<file path="src/rtl/cpu_lcd_pkg.sv">
// Shared CPU/LCD definitions: opcodes, HD44780 command bytes, ASCII codes,
// controller state encodings and the opcode-to-mnemonic lookup.
package cpu_lcd_pkg;

    typedef enum logic [2:0] {
        OP_LOAD    = 3'b000,
        OP_ADD     = 3'b001,
        OP_ADDI    = 3'b010,
        OP_SUB     = 3'b011,
        OP_SUBI    = 3'b100,
        OP_MUL     = 3'b101,
        OP_CLEAR   = 3'b110,
        OP_DISPLAY = 3'b111
    } opcode_t;

    localparam logic [7:0] LCD_FUNC_SET = 8'h38;
    localparam logic [7:0] LCD_DISP_ON  = 8'h0C;
    localparam logic [7:0] LCD_ENTRY    = 8'h06;
    localparam logic [7:0] LCD_CLEAR    = 8'h01;
    localparam logic [7:0] LCD_LINE1    = 8'h80;
    localparam logic [7:0] LCD_LINE2    = 8'hC0;

    localparam logic [7:0] CH_SPACE  = 8'h20;
    localparam logic [7:0] CH_ZERO   = 8'h30;
    localparam logic [7:0] CH_ONE    = 8'h31;
    localparam logic [7:0] CH_LBRACK = 8'h5B;
    localparam logic [7:0] CH_RBRACK = 8'h5D;
    localparam logic [7:0] CH_PLUS   = 8'h2B;
    localparam logic [7:0] CH_MINUS  = 8'h2D;

    typedef enum logic [2:0] {
        ST_INIT_WAIT,
        ST_INIT_CMD,
        ST_IDLE,
        ST_CLEAR,
        ST_CONVERT,
        ST_LINE1,
        ST_LINE2
    } lcd_state_t;

    typedef enum logic [1:0] {
        PH_START,
        PH_EN,
        PH_WAIT
    } wr_phase_t;

    // Four ASCII characters, leftmost character in bits [31:24].
    function automatic logic [31:0] mnemonic(input opcode_t op);
        logic [31:0] m;
        case (op)
            OP_LOAD:    m = "LOAD";
            OP_ADD:     m = "ADD ";
            OP_ADDI:    m = "ADDI";
            OP_SUB:     m = "SUB ";
            OP_SUBI:    m = "SUBI";
            OP_MUL:     m = "MUL ";
            OP_CLEAR:   m = "CLR ";
            default:    m = "DISP";
        endcase
        return m;
    endfunction

endpackage

</file>
<file path="src/rtl/bcd_converter.sv">
// Sequential double-dabble: 17-bit binary to five BCD digits, one shift per
// cycle; done pulses one cycle and the digits hold until the next start.
module bcd_converter
    import cpu_lcd_pkg::*;
(
    input  logic        clk,
    input  logic        rst,
    input  logic        start,
    input  logic [16:0] bin,
    output logic        done,
    output logic [19:0] bcd
);

    logic [36:0] sr;
    logic [36:0] adj;
    logic [4:0]  cnt;
    logic        busy;

    always_comb begin
        adj = sr;
        for (int unsigned i = 0; i < 5; i++) begin
            if (adj[17 + 4*i +: 4] >= 4'd5) begin
                adj[17 + 4*i +: 4] = adj[17 + 4*i +: 4] + 4'd3;
            end
        end
    end

    always_ff @(posedge clk or posedge rst) begin
        if (rst) begin
            sr   <= '0;
            cnt  <= '0;
            busy <= 1'b0;
            done <= 1'b0;
        end else begin
            done <= 1'b0;
            if (start) begin
                sr   <= {20'd0, bin};
                cnt  <= 5'd17;
                busy <= 1'b1;
            end else if (busy) begin
                sr  <= {adj[35:0], 1'b0};
                cnt <= cnt - 5'd1;
                if (cnt == 5'd1) begin
                    busy <= 1'b0;
                    done <= 1'b1;
                end
            end
        end
    end

    assign bcd = sr[36:17];

endmodule

</file>
<file path="src/rtl/lcd_display_controller.sv">
// Display-request consumer: formats opcode/address/result as two 16-char lines
// and drives an HD44780 16x2 LCD (8-bit, write-only), including power-up init.
module lcd_display_controller
    import cpu_lcd_pkg::*;
#(
    parameter int unsigned INIT_WAIT_CYC = 1000000,
    parameter int unsigned EN_PULSE_CYC  = 25,
    parameter int unsigned CMD_WAIT_CYC  = 2000,
    parameter int unsigned CLR_WAIT_CYC  = 82000
) (
    input  logic        clk,
    input  logic        rst,
    input  logic        req_valid,
    output logic        req_ready,
    input  logic [2:0]  req_opcode,
    input  logic [3:0]  req_addr,
    input  logic [15:0] req_value,
    output logic [7:0]  lcd_data,
    output logic        lcd_rs,
    output logic        lcd_rw,
    output logic        lcd_en
);

    lcd_state_t  state;
    wr_phase_t   phase;
    logic [31:0] cnt;
    logic [4:0]  idx;
    opcode_t     op_q;
    logic [3:0]  addr_q;
    logic        neg_q;
    logic [16:0] bcd_bin;
    logic        bcd_start;
    logic        bcd_done;
    logic [19:0] bcd_digits;

    logic [4:0]  sel_idx;
    logic [4:0]  last_idx;
    logic [7:0]  byte_data;
    logic        byte_rs;
    logic [31:0] mnem;
    logic [31:0] wait_len;

    bcd_converter u_bcd (
        .clk   (clk),
        .rst   (rst),
        .start (bcd_start),
        .bin   (bcd_bin),
        .done  (bcd_done),
        .bcd   (bcd_digits)
    );

    assign lcd_rw = 1'b0;

    // The byte on the bus is still registered during its wait, so it selects its own wait.
    assign wait_len = (!lcd_rs && lcd_data == LCD_CLEAR) ? CLR_WAIT_CYC : CMD_WAIT_CYC;

    // During the wait the next byte is prepared so it can strobe right as the wait expires.
    always_comb begin
        sel_idx   = (phase == PH_WAIT) ? idx + 5'd1 : idx;
        mnem      = mnemonic(op_q);
        byte_data = '0;
        byte_rs   = 1'b0;
        last_idx  = '0;
        case (state)
            ST_INIT_CMD: begin
                last_idx = 5'd3;
                case (sel_idx)
                    5'd0:    byte_data = LCD_FUNC_SET;
                    5'd1:    byte_data = LCD_DISP_ON;
                    5'd2:    byte_data = LCD_ENTRY;
                    default: byte_data = LCD_CLEAR;
                endcase
            end
            ST_CLEAR: begin
                byte_data = LCD_CLEAR;
            end
            ST_LINE1: begin
                last_idx = 5'd16;
                byte_rs  = (sel_idx != 5'd0);
                case (sel_idx)
                    5'd0:    byte_data = LCD_LINE1;
                    5'd1:    byte_data = mnem[31:24];
                    5'd2:    byte_data = mnem[23:16];
                    5'd3:    byte_data = mnem[15:8];
                    5'd4:    byte_data = mnem[7:0];
                    5'd11:   byte_data = CH_LBRACK;
                    5'd12:   byte_data = addr_q[3] ? CH_ONE : CH_ZERO;
                    5'd13:   byte_data = addr_q[2] ? CH_ONE : CH_ZERO;
                    5'd14:   byte_data = addr_q[1] ? CH_ONE : CH_ZERO;
                    5'd15:   byte_data = addr_q[0] ? CH_ONE : CH_ZERO;
                    5'd16:   byte_data = CH_RBRACK;
                    default: byte_data = CH_SPACE;
                endcase
            end
            ST_LINE2: begin
                last_idx = 5'd16;
                byte_rs  = (sel_idx != 5'd0);
                case (sel_idx)
                    5'd0:    byte_data = LCD_LINE2;
                    5'd11:   byte_data = neg_q ? CH_MINUS : CH_PLUS;
                    5'd12:   byte_data = CH_ZERO | {4'h0, bcd_digits[19:16]};
                    5'd13:   byte_data = CH_ZERO | {4'h0, bcd_digits[15:12]};
                    5'd14:   byte_data = CH_ZERO | {4'h0, bcd_digits[11:8]};
                    5'd15:   byte_data = CH_ZERO | {4'h0, bcd_digits[7:4]};
                    5'd16:   byte_data = CH_ZERO | {4'h0, bcd_digits[3:0]};
                    default: byte_data = CH_SPACE;
                endcase
            end
            default: ;
        endcase
    end

    always_ff @(posedge clk or posedge rst) begin
        if (rst) begin
            state     <= ST_INIT_WAIT;
            phase     <= PH_START;
            cnt       <= '0;
            idx       <= '0;
            lcd_data  <= '0;
            lcd_rs    <= 1'b0;
            lcd_en    <= 1'b0;
            req_ready <= 1'b0;
            op_q      <= OP_LOAD;
            addr_q    <= '0;
            neg_q     <= 1'b0;
            bcd_bin   <= '0;
            bcd_start <= 1'b0;
        end else begin
            bcd_start <= 1'b0;
            case (state)
                ST_INIT_WAIT: begin
                    if (cnt == INIT_WAIT_CYC - 1) begin
                        cnt   <= '0;
                        idx   <= '0;
                        phase <= PH_START;
                        state <= ST_INIT_CMD;
                    end else begin
                        cnt <= cnt + 1;
                    end
                end
                ST_IDLE: begin
                    if (req_valid && req_ready) begin
                        req_ready <= 1'b0;
                        op_q      <= opcode_t'(req_opcode);
                        addr_q    <= req_addr;
                        neg_q     <= req_value[15];
                        bcd_bin   <= req_value[15] ? ({1'b0, ~req_value} + 17'd1)
                                                   : {1'b0, req_value};
                        idx       <= '0;
                        phase     <= PH_START;
                        if (opcode_t'(req_opcode) == OP_CLEAR) begin
                            state <= ST_CLEAR;
                        end else begin
                            bcd_start <= 1'b1;
                            state     <= ST_CONVERT;
                        end
                    end
                end
                ST_CONVERT: begin
                    if (bcd_done) begin
                        idx   <= '0;
                        phase <= PH_START;
                        state <= ST_LINE1;
                    end
                end
                ST_INIT_CMD, ST_CLEAR, ST_LINE1, ST_LINE2: begin
                    case (phase)
                        PH_START: begin
                            lcd_data <= byte_data;
                            lcd_rs   <= byte_rs;
                            lcd_en   <= 1'b1;
                            cnt      <= '0;
                            phase    <= PH_EN;
                        end
                        PH_EN: begin
                            if (cnt == EN_PULSE_CYC - 1) begin
                                lcd_en <= 1'b0;
                                cnt    <= '0;
                                phase  <= PH_WAIT;
                            end else begin
                                cnt <= cnt + 1;
                            end
                        end
                        PH_WAIT: begin
                            if (cnt == wait_len - 1) begin
                                cnt <= '0;
                                if (idx == last_idx) begin
                                    idx   <= '0;
                                    phase <= PH_START;
                                    if (state == ST_LINE1) begin
                                        state <= ST_LINE2;
                                    end else begin
                                        state     <= ST_IDLE;
                                        req_ready <= 1'b1;
                                    end
                                end else begin
                                    idx      <= idx + 5'd1;
                                    lcd_data <= byte_data;
                                    lcd_rs   <= byte_rs;
                                    lcd_en   <= 1'b1;
                                    phase    <= PH_EN;
                                end
                            end else begin
                                cnt <= cnt + 1;
                            end
                        end
                        default: phase <= PH_START;
                    endcase
                end
                default: state <= ST_INIT_WAIT;
            endcase
        end
    end

endmodule

</file>
<file path="config.mk">
export PLATFORM = sky130hd
export DESIGN_NAME = lcd_display_controller
export DESIGN_NICKNAME = d
export VERILOG_FILES = /design/src/rtl/cpu_lcd_pkg.sv /design/src/rtl/bcd_converter.sv /design/src/rtl/lcd_display_controller.sv
export SDC_FILE = /design/constraint.sdc
export NUM_CORES = 1
export LEC_CHECK = 0
export BUFFER_PORTS_ARGS = -buffer_cell sky130_fd_sc_hd__buf_2
export CAP_MARGIN = 20
export CORE_UTILIZATION = 40
export CTS_BUF_LIST = sky130_fd_sc_hd__clkbuf_8
export DETAILED_ROUTE_END_ITERATION = 6
export SLEW_MARGIN = 10
export SYNTH_ARGS = -nofsm -noshare
export SYNTH_HDL_FRONTEND = slang
export SYNTH_SLANG_ARGS = --single-unit
export TNS_END_PERCENT = 100
</file>
<file path="constraint.sdc">
create_clock -name clk -period 3.75 [get_ports clk]
set_input_delay 0.375 -clock clk [delete_from_list [all_inputs] [get_ports clk]]
set_output_delay 0.375 -clock clk [all_outputs]
set_load 0.01 [all_outputs]
</file>
Word level (Yosys, flattened, before mapping)
Index checks and enable logic that the tools add are counted.
Cells by class
  $add $sub $neg: 10
  $lt $le $gt $ge: 5
  equality and inequality tests: 44
  multiplexer cells: 78
  bitwise gates (word level): 1
  reduce and logical (&&, ||, !) cells: 24
Operator list (number)
  $pmux W29 S7: 1
  $mux W32: 3
  $pmux W32 S3: 1
  $pmux W8 S11: 1
  $mux W37: 2
  $pmux W32 S2: 1
  $pmux W8 S7: 1
  $mux W5: 9
  $mux W17: 2
  $add A32 B1 Y32 const B: 1
  $eq A32 B20 Y1 const B: 1
  $eq A32 B32 Y1: 1
  $eq A32 B5 Y1 const B: 1
  $pmux W8 S4: 1
  $mux W3: 10
  $eq A5 B4 Y1 const B: 5
  $mux W1: 25
  $reduce_and A6 Y1: 4
  $eq A3 B3 Y1 const B: 7
  $ge A4 B3 Y1 const B: 5
  $pmux W5 S4: 1
  $pmux W6 S3: 1
  $sub A17 B1 Y18 const B: 1
  $add A16 B1 Y17 const B: 1
  43 further kinds: 76
Storage, ports and cells
  bits in registers: 123
  input port bits: 26
  output and inout bits: 12
  word-level logic and storage cells: 179

Depth between registers and ports, before layout
Gate-level depths: netlist of the first run.
  depth after elaboration: 8
  mapped depth: 11

Modules after synthesis
From an unflattened synthesis of the first run, not the netlist that was laid out.
Unflattened totals
  cells, all modules: 945
  area total of the unflattened synthesis: 8179.1 sq um
Modules (own cells, without submodules)
  lcd_display_controller: times used 1, cells an instance 706, area an instance 5834.3 sq um, seq. area each 1976.9 sq um
  bcd_converter: times used 1, cells an instance 239, area an instance 2344.7 sq um, seq. area each 1101.1 sq um

Worst setup path after synthesis of the first run
OpenSTA, ideal clock, no wires.
  kind: reg-to-reg
  start point: register phase[0]
  end point: register lcd_data[0]
  data arrival time: 2.412 ns
  setup slack: 1.208 ns
  stages on the path, launching flop included: 11
  path buffers: 2
  period minus slack after synthesis: 2.542 ns
  cells stage by stage: dfrtp_1 -> inv_1 -> ha_1 -> buf_2 -> mux2i_1 -> clkbuf_1 -> mux2_2 -> a222oi_1 -> nor3_1 -> o31ai_1 -> a31oi_1
On the way
  word-level cells in the longest chain between the ends: 8
  elaborated cells on any way between the ends: 25
  classes of those cells: eq/ne: 13; mux: 8; reduce/logical: 4
Ends and longest elaborated chain
  from (decl): RTL line lcd_display_controller.sv:25  | wr_phase_t phase;
  from (signal assigned): RTL line lcd_display_controller.sv:116  | phase <= PH_START;
  from (signal assigned): RTL line lcd_display_controller.sv:135  | phase <= PH_START;
  from (signal assigned): RTL line lcd_display_controller.sv:150  | phase <= PH_START;
  $eq A2 B2 Y1: RTL line lcd_display_controller.sv:59, lcd_display_controller.sv:167
  $mux W5: RTL line lcd_display_controller.sv:59  | sel_idx = (phase == PH_WAIT) ? idx + 5'd1 : idx;
  $eq A5 B5 Y1, or another cell as far along: RTL line lcd_display_controller.sv:80, lcd_display_controller.sv:98
  $pmux W8 S11, or another cell as far along: RTL line lcd_display_controller.sv:80  | case (sel_idx)
  $pmux W8 S4: RTL line lcd_display_controller.sv:64  | case (state)
  $mux W8: RTL line lcd_display_controller.sv:187  | if (idx == last_idx) begin
  $mux W8: RTL line lcd_display_controller.sv:185  | if (cnt == wait_len - 1) begin
  $pmux W8 S2: RTL line lcd_display_controller.sv:167  | case (phase)
  to (signal assigned): RTL line lcd_display_controller.sv:169  | lcd_data <= byte_data;
  to (signal assigned): RTL line lcd_display_controller.sv:198  | lcd_data <= byte_data;
  to (decl): RTL line lcd_display_controller.sv:18  | output logic [7:0] lcd_data,
Parallel ways exist; a longest one is shown, timed or not. The select of a mux whose other input is x is not followed.
A chain may end at the register's enable or synchronous reset.

Final worst setup path of the first run
  start point: register phase[0]
  end point: register lcd_data[2]
The elaborated chain is that of the path after synthesis.

==> metrics.log, run 1 <==
INFO  metric outcome = finished, final reports clean
INFO  metric timing.final.crit_share = 0.843
INFO  metric placement.io_buffers = 36
INFO  metric final_hold_violation_count = 0
INFO  metric met3RoutedLength = between 600 and 700 µm
INFO  metric synth_top_area_share = 0.407
INFO  metric floorplan.core_area = around 18000 µm²
INFO  metric ctsRootBufferMaster = sky130_fd_sc_hd__clkbuf_8
INFO  metric timing.critical_path.required = approximately 4 ns
INFO  metric timing.critical_path.fanout_max = 16
INFO  metric initial_utilization = 0.414
INFO  metric cp-start-kind = register
INFO  metric final.setup_skew = between 0.009 and 0.01 ns
INFO  metric grt_start_max_net_pins = 78
INFO  metric dieHeight = about 140 µm
INFO  metric flow.area_growth_from_synthesis = 10.3%
INFO  metric synth.largest_area_cell = sky130_fd_sc_hd__dfrtp_1
INFO  metric max_freq = around 320 MHz
INFO  metric wl_met1 = approximately 8.4 mm
INFO  metric synthesis.yosys.warnings = 0
INFO  metric max-slew-margin-rel = 0.346
INFO  metric drcViolationCount = 0
INFO  metric number_of_instances_in_the_synthesized_netlist = between 800 and 900
INFO  metric synth_enable_flop_cells = 0
INFO  metric final_nets = ~930
INFO  metric floorplan.io_pins = 38
INFO  metric critPathArrivalTime = 3.53 ns
INFO  metric die_width = 139 µm
INFO  metric grt_first_pass_wirelength = 28.4 mm
INFO  metric dpl.hpwl = approximately 11 mm
INFO  metric regArea = 3080 µm²
INFO  metric routed_wl = between 15 and 20 mm
INFO  metric top_layer_used = met5
INFO  metric antenna_left = 0
INFO  metric ys_async_sr_fraction = 1.00
INFO  metric post-cts-setup-buffers = 0
INFO  metric synth_seq_cells = roughly 120
INFO  metric setup.worst_path.end_class = register
INFO  metric multiInputGateArea = between 4000 and 5000 µm²
INFO  metric die_area = approximately 20000 µm²
INFO  metric clkTransAtPathRegs = around 0.080 ns
INFO  metric r2r-start = phase[0]
INFO  metric maxCapViolCount = 0
INFO  metric maxSlewViolCount = 0
INFO  metric drive_above_1_share = 0.128
INFO  metric finalHoldWorstSlack = ~0.13 ns
INFO  metric synth_area = between 7000 and 8000 µm²
INFO  metric ys_types = 81
INFO  metric final.setup.tns = 0 ns
INFO  metric cts.htree.levels = 4
INFO  metric nFillCells = between 1500 and 2000
INFO  metric seq_area_frac_synth = 0.407
INFO  metric power.static_leakage = roughly 3.7 nW
INFO  metric tritoncts = yes
INFO  metric globalRouteOverflowTotal = 0
INFO  metric total_global_routing_track_utilization = 0.182
INFO  metric clock_latency_late_sink = around 0.44 ns
INFO  metric cts.path.max_buffers = 2
INFO  metric synth_ff_type = sky130_fd_sc_hd__dfrtp_1
INFO  metric route.met2.wl = between 7 and 8 mm
INFO  metric drt_pre_antenna_iters = 5
INFO  metric syn-mean-instance-area = roughly 8.8 µm²
INFO  metric power_total = about 0.0026 W
INFO  metric critical_path.startpoint = phase[0]
INFO  metric power_density = approximately 310 nW/µm²
INFO  metric final.min_clock_period = 3.16 ns
INFO  metric postSynthNetCount = between 900 and 1000
INFO  metric placer_congestion = 0.935
INFO  metric cts_sinks = roughly 120
INFO  metric inserted_clock_buffers = 17
INFO  metric layout_utilization = 0.457
INFO  metric worst_ir_drop_vdd = about 0.18 mV
INFO  metric avgViaCountPerCell = 5.37
INFO  metric first_global_vias = about 5700
INFO  metric vias = between 6000 and 7000
INFO  metric detail_route.iter0.violations = 408
INFO  metric setup_viol = 0
INFO  metric holdCritStartpoint = req_addr[2]
INFO  metric routed_wl_per_cell = roughly 15 µm
INFO  metric path_class = reg -> reg
INFO  metric synth_top_cells_by_area = sky130_fd_sc_hd__dfrtp_1 41%, sky130_fd_sc_hd__nand2_1 5.5%, sky130_fd_sc_hd__o21ai_0 5.0%
INFO  metric worst_slew_pin_slew = 0.981 ns
INFO  metric rsz0062_at_grt = false
INFO  metric post_cts_resize_count = 0
INFO  metric placementRows = 49
INFO  metric antenna_found_initial = 2
INFO  metric holdCritPathClass = in -> reg
[cells in the mapped netlist (all sizes together), types with 9 or more instances]
master  count
dfrtp     123
nand2     110
nor2       90
o21ai      76
a21oi      41
xor2       41
inv        35
clkbuf     32
mux2i      32
nand3      30
ha         21
nor3       21
xnor2      18
nand2b     14
nand4      14
buf        13
nor4       11
a31oi      10
and2       10
and3        9
[stage by stage]
step                instance area (µm²)  setup slack (ns)  cells
floorplan                          7560             0.104    863
detailed placement                 7910             0.655   1090
global placement                   7910             0.760   1090
global route                       8340             0.259   1123
finish                             8340             0.588   1124
CTS                                8310             0.615   1121
[where the power goes]
| part | leakage [nW] | total (W) | switching (W) | internal, W |
|---|---|---|---|---|
| clock | 0.197 | 0.00121 | 0.000549 | 0.000663 |
| combinational | 1.80 | 0.0000766 | 0.0000508 | 0.0000257 |
| sequential | 1.68 | 0.00133 | 0 | 0.00133 |
| total | 3.67 | 0.00261 | 0.000600 | 0.00201 |
[registers in the layout, summed over array words and instances (netlist names)]
signal,count
req_ready,1
lcd_data,8
phase,2
u_bcd.cnt,5
op_q,3
u_bcd.done,1
bcd_bin,17
cnt,32
state,3
idx,5
lcd_rs,1
lcd_en,1
bcd_start,1
neg_q,1
u_bcd.sr,37
u_bcd.busy,1
addr_q,4
[layout make-up]
class | count | area share
flip-flops and latches | 123 | 0.369
multi-input cells | 659 | 0.499
inverters | 36 | 0.0165
clock inverters | 13 | 0.0183
diodes | 1 | 0.000300
clock buffers | 18 | 0.0297
well taps | 229 | 0.0343
repair buffers | 45 | 0.0330
[cell families after synthesis]
logic type / share of synthesized area
simple gates: 0.227
buf+inv: 0.0430
fa+ha+maj: 0.0361
compound gates: 0.164
other cells: 0.000496
flops: 0.407
xor+xnor: 0.0683
mux: 0.0548
[repair_timing]
item | 4_1_cts | 5_1_grt
hold buffers | 0 | 1
setup endpoints to repair | 0 | 0
endpoints found under the hold margin | 0 | 33
[cell usage in the layout, fill, tap and decap left out, types with 9 or more instances in the layout]
cell                       count
sky130_fd_sc_hd__nand3_1      30
sky130_fd_sc_hd__ha_1         21
sky130_fd_sc_hd__clkbuf_8     18
sky130_fd_sc_hd__xnor2_1      18
sky130_fd_sc_hd__dfrtp_1     121
sky130_fd_sc_hd__xor2_1       41
sky130_fd_sc_hd__buf_2        36
sky130_fd_sc_hd__inv_1        35
sky130_fd_sc_hd__mux2i_1      31
sky130_fd_sc_hd__nand4_1      12
sky130_fd_sc_hd__nor3_1       20
sky130_fd_sc_hd__a21oi_1      41
sky130_fd_sc_hd__nand2_1     110
sky130_fd_sc_hd__nor2_1       89
sky130_fd_sc_hd__nand2b_1     13
sky130_fd_sc_hd__a31oi_1       9
sky130_fd_sc_hd__and2_1        9
sky130_fd_sc_hd__and3_1        9
sky130_fd_sc_hd__o21ai_0      75
[layer usage]
layer	track usage	vias up
met5	0	-
met4	0.0579	2
met3	0.0420	15
met2	0.276	110
met1	0.256	2836
li1	-	3070
[path summary, 6_finish.rpt]
check / to / slack (ns) / cells after the start
setup / recovery: lcd_data[2] / 0.59 / 9
hold / removal: addr_q[2] / 0.13 / 3
setup reg to reg: lcd_data[2] / 0.59 / 9
hold reg to reg: u_bcd.sr[8] / 0.48 / 2
max in group asynchronous: idx[1] / 2.63 / 4
min in group asynchronous: bcd_bin[11] / 0.50 / 3
[worst max-delay path, cell delays in order, from the launching register on]
cell,delay (ns)
sky130_fd_sc_hd__dfrtp_1,0.41
sky130_fd_sc_hd__inv_1,0.12
sky130_fd_sc_hd__ha_1,0.53
sky130_fd_sc_hd__nand4_1,0.28
sky130_fd_sc_hd__xnor2_1,0.28
sky130_fd_sc_hd__nor2_1,0.49
sky130_fd_sc_hd__a21oi_1,0.18
sky130_fd_sc_hd__a21oi_1,0.44
sky130_fd_sc_hd__o21ai_0,0.18
sky130_fd_sc_hd__a41oi_1,0.18
Note: power is estimated with default switching activity, not from simulation.
==> run 2: changes to the inputs <==
Settings changed: ABC_AREA from default to 1.
Clock period 3.75 ns to 3.2 ns, I/O delays scaled along.
==> metrics.log, run 2 <==
INFO  metric worst_path_largest_cell_delay = 0.43 ns
INFO  metric routed_wl = roughly 19 mm
INFO  metric worst_slew_pin_slew = roughly 0.76 ns
INFO  metric power.static_leakage = approximately 4.2 nW
INFO  metric cts_sinks = 123
INFO  metric drive_above_1_share = 0.113
INFO  metric finalHoldWorstSlack = between 0.06 and 0.07 ns
INFO  metric setup_viol = 0
INFO  metric final_hold_violation_count = 0
INFO  metric max_freq = between 300 and 400 MHz
INFO  metric avgViaCountPerCell = around 5
INFO  metric path_class = reg -> reg
INFO  metric ctsRootBufferMaster = sky130_fd_sc_hd__clkbuf_8
INFO  metric layout_top_registers = u_bcd.sr (37), cnt (32), bcd_bin (17)
INFO  metric cp-start-kind = register
INFO  metric max-slew-margin-rel = 0.490
INFO  metric path_buf_inv = 3
INFO  metric worst_path_max_delay_cell = sky130_fd_sc_hd__dfrtp_1
INFO  metric final-instance-count-excl-fill = ~1400
INFO  metric worst_ir_drop_vdd = ~0.23 mV
INFO  metric rsz0062_at_grt = false
INFO  metric placer_congestion = 0.883
INFO  metric timing.critical_path.fanout_max = 13
INFO  metric antenna_found_initial = 0
INFO  metric maxSlewViolCount = 0
INFO  metric synthesis.yosys.warnings = 0
INFO  metric total_global_routing_track_utilization = 0.202
INFO  metric seq_area_frac_synth = 0.388
INFO  metric number_of_instances_in_the_synthesized_netlist = between 1000 and 1500
INFO  metric cell_with_the_most_instances_after_synthesis = sky130_fd_sc_hd__nand2_1
INFO  metric vias = ~7000
INFO  metric clkTransAtPathRegs = roughly 0.090 ns
INFO  metric placementRows = 51
INFO  metric power_total = between 0.003 and 0.004 W
INFO  metric post-place-cells = 1390
INFO  metric die_width = 143 µm
INFO  metric die_area = approximately 20000 µm²
INFO  metric tritoncts = yes
INFO  metric final.min_clock_period = about 2.6 ns
INFO  metric critPathArrivalTime = 2.98 ns
INFO  metric layout.cells.most_common = sky130_fd_sc_hd__nand2_1
INFO  metric first_global_vias = roughly 6600
INFO  metric outcome = finished, final reports clean
INFO  metric cts.path.max_buffers = 2
INFO  metric final_nets = about 1200
INFO  metric synth_enable_flop_cells = 0
INFO  metric initial_utilization = 0.408
INFO  metric layout_common_cells = 313 x sky130_fd_sc_hd__nand2_1, 141 x sky130_fd_sc_hd__inv_1, 123 x sky130_fd_sc_hd__dfrtp_1
INFO  metric cts.htree.levels = 4
INFO  metric synth_seq_cells = 123
INFO  metric grt_first_pass_wirelength = approximately 33 mm
INFO  metric diodes = 0
INFO  metric clock_latency_late_sink = ~0.46 ns
INFO  metric floorplan.io_pins = 38
INFO  metric timing.critical_path.required = 3.59 ns
INFO  metric routed_wl_per_cell = about 13 µm
INFO  metric timing.final.crit_share = 0.809
INFO  metric synth_top_cells_by_area = sky130_fd_sc_hd__dfrtp_1 39%, sky130_fd_sc_hd__nand2_1 15%, sky130_fd_sc_hd__inv_1 6.7%
INFO  metric synth_area = 7940 µm²
INFO  metric syn-mean-instance-area = between 7 and 8 µm²
INFO  metric final.setup.tns = 0 ns
INFO  metric dieHeight = around 140 µm
INFO  metric placement.io_buffers = 36
INFO  metric synth_ff_type = sky130_fd_sc_hd__dfrtp_1
INFO  metric crit_family = simple AND/OR/NAND/NOR gates
INFO  metric synth.largest_area_cell = sky130_fd_sc_hd__dfrtp_1
INFO  metric floorplan.core_area = 19500 µm²
INFO  metric synth_top_area_share = 0.388
INFO  metric drt_pre_antenna_iters = 5
INFO  metric maxCapViolCount = 0
INFO  metric dpl.hpwl = 14.1 mm
INFO  metric critical-path-top-cell-by-count = sky130_fd_sc_hd__nand2_1
INFO  metric worstPathCellList = inv_1 -> ha_1 -> inv_2 -> nand2_1 -> nand2_1 -> inv_2 -> nor2_1 -> nand3_1 -> nor2_2 -> o21ai_0 -> nand2_1 -> nand3b_1 -> nand2_1 -> nand2_1 -> nand2_1 -> nand2_1
INFO  metric holdCritPathClass = in -> reg
INFO  metric inserted_clock_buffers = 17
INFO  metric globalRouteOverflowTotal = 0
INFO  metric top_register = u_bcd.sr
INFO  metric power_density = around 350 nW/µm²
INFO  metric setup.worst_path.end_class = register
INFO  metric ys_types = 49
INFO  metric largest_reg_flops = 37
INFO  metric flow.area_growth_from_synthesis = 10.2%
INFO  metric synthTopCellsByCount = 313 x sky130_fd_sc_hd__nand2_1, 142 x sky130_fd_sc_hd__inv_1, 123 x sky130_fd_sc_hd__dfrtp_1
INFO  metric detail_route.iter0.violations = 525
INFO  metric final.setup_skew = roughly 0.015 ns
INFO  metric antenna_left = 0
INFO  metric postSynthNetCount = 1157
INFO  metric drcViolationCount = 0
INFO  metric ys_async_sr_fraction = 1.00
INFO  metric grt_start_max_net_pins = 83
-- run 2: cell count changes after synthesis, moves of 10 or more --
cell                       delta
sky130_fd_sc_hd__clkbuf_1    -21
sky130_fd_sc_hd__mux2i_1     -31
sky130_fd_sc_hd__xor2_1      -11
sky130_fd_sc_hd__xnor2_1     -12
sky130_fd_sc_hd__a21oi_1     -21
sky130_fd_sc_hd__nand3_1     +57
sky130_fd_sc_hd__nand2b_1    -13
sky130_fd_sc_hd__nand2_1    +203
sky130_fd_sc_hd__o21ai_1     +11
sky130_fd_sc_hd__inv_1      +107
sky130_fd_sc_hd__nor2_2      +10
sky130_fd_sc_hd__nor2_1      +28
-- run 2: worst min-delay path: stages --
cell	delay, ns
sky130_fd_sc_hd__buf_2	0.07
sky130_fd_sc_hd__nand2_1	0.04
sky130_fd_sc_hd__nand2_1	0.05
-- run 2: routing by layer --
| metal | track usage | vias to the layer above | wire [µm] |
|---|---|---|---|
| li1 | - | 3638 | - |
| met1 | 0.281 | 3286 | 9360 |
| met2 | 0.322 | 146 | 8820 |
| met3 | 0.0349 | 20 | 661 |
| met4 | 0.0572 | 0 | 273 |
| met5 | 0 | - | 0 |
-- run 2: worst paths after layout --
path	start	end	slack [ns]	depth (start not counted)
worst max-delay path	phase[0]	lcd_data[0]	0.61	16
worst min register to register	u_bcd.sr[10]	u_bcd.sr[11]	0.49	2
worst min-delay path	req_addr[3]	addr_q[3]	0.06	3
min in group asynchronous	rst	bcd_bin[15]	0.37	3
max in group asynchronous	rst	idx[0]	2.08	4
worst max register to register	phase[0]	lcd_data[0]	0.61	16
-- run 2: cells by family (layout without fill, tap and decap cells) --
group           count (synthesis)  in the layout  share of synthesized area
flops                         123            123                      0.388
compound gates                147            147                      0.109
other cells                     1              1                   0.000473
fa+ha+maj                      21             21                     0.0331
simple gates                  599            599                      0.335
buf+inv                       183            231                     0.0952
xor+xnor                       36             36                     0.0397
-- run 2: power breakdown --
part	internal [W]	switching (W)
sequential	0.00155	0
clock	0.000642	0.000745
combinational	0.0000269	0.0000609
-- run 2: cell type report --
class	instances	area (µm²)
Tap cell	265	332
Sequential cell	123	3080
Fill cell	1998	10700
Inverter	153	579
Clock inverter	15	151
Timing Repair Buffer	46	270
Clock buffer	17	234
Multi-Input combinational cell	804	4100
-- run 2: stage by stage --
stage | area [µm²] | util | setup WS (ns)
2_1_floorplan | 7940 | - | 1.24
3_3_place_gp | 8350 | 0.429 | 0.680
3_5_place_dp | 8350 | 0.429 | 0.632
4_1_cts | 8750 | 0.449 | 0.607
5_1_grt | 8750 | 0.449 | 0.308
6_report | 8750 | 0.449 | 0.612
-- run 2: timing repair --
item / 4_1_cts / 5_1_grt
hold buffers: 1 / 0
endpoints found under the hold margin: 11 / 0
setup endpoints to repair: 0 / 0
buffers inserted: 0 / 0
resized for setup: 0 / 0
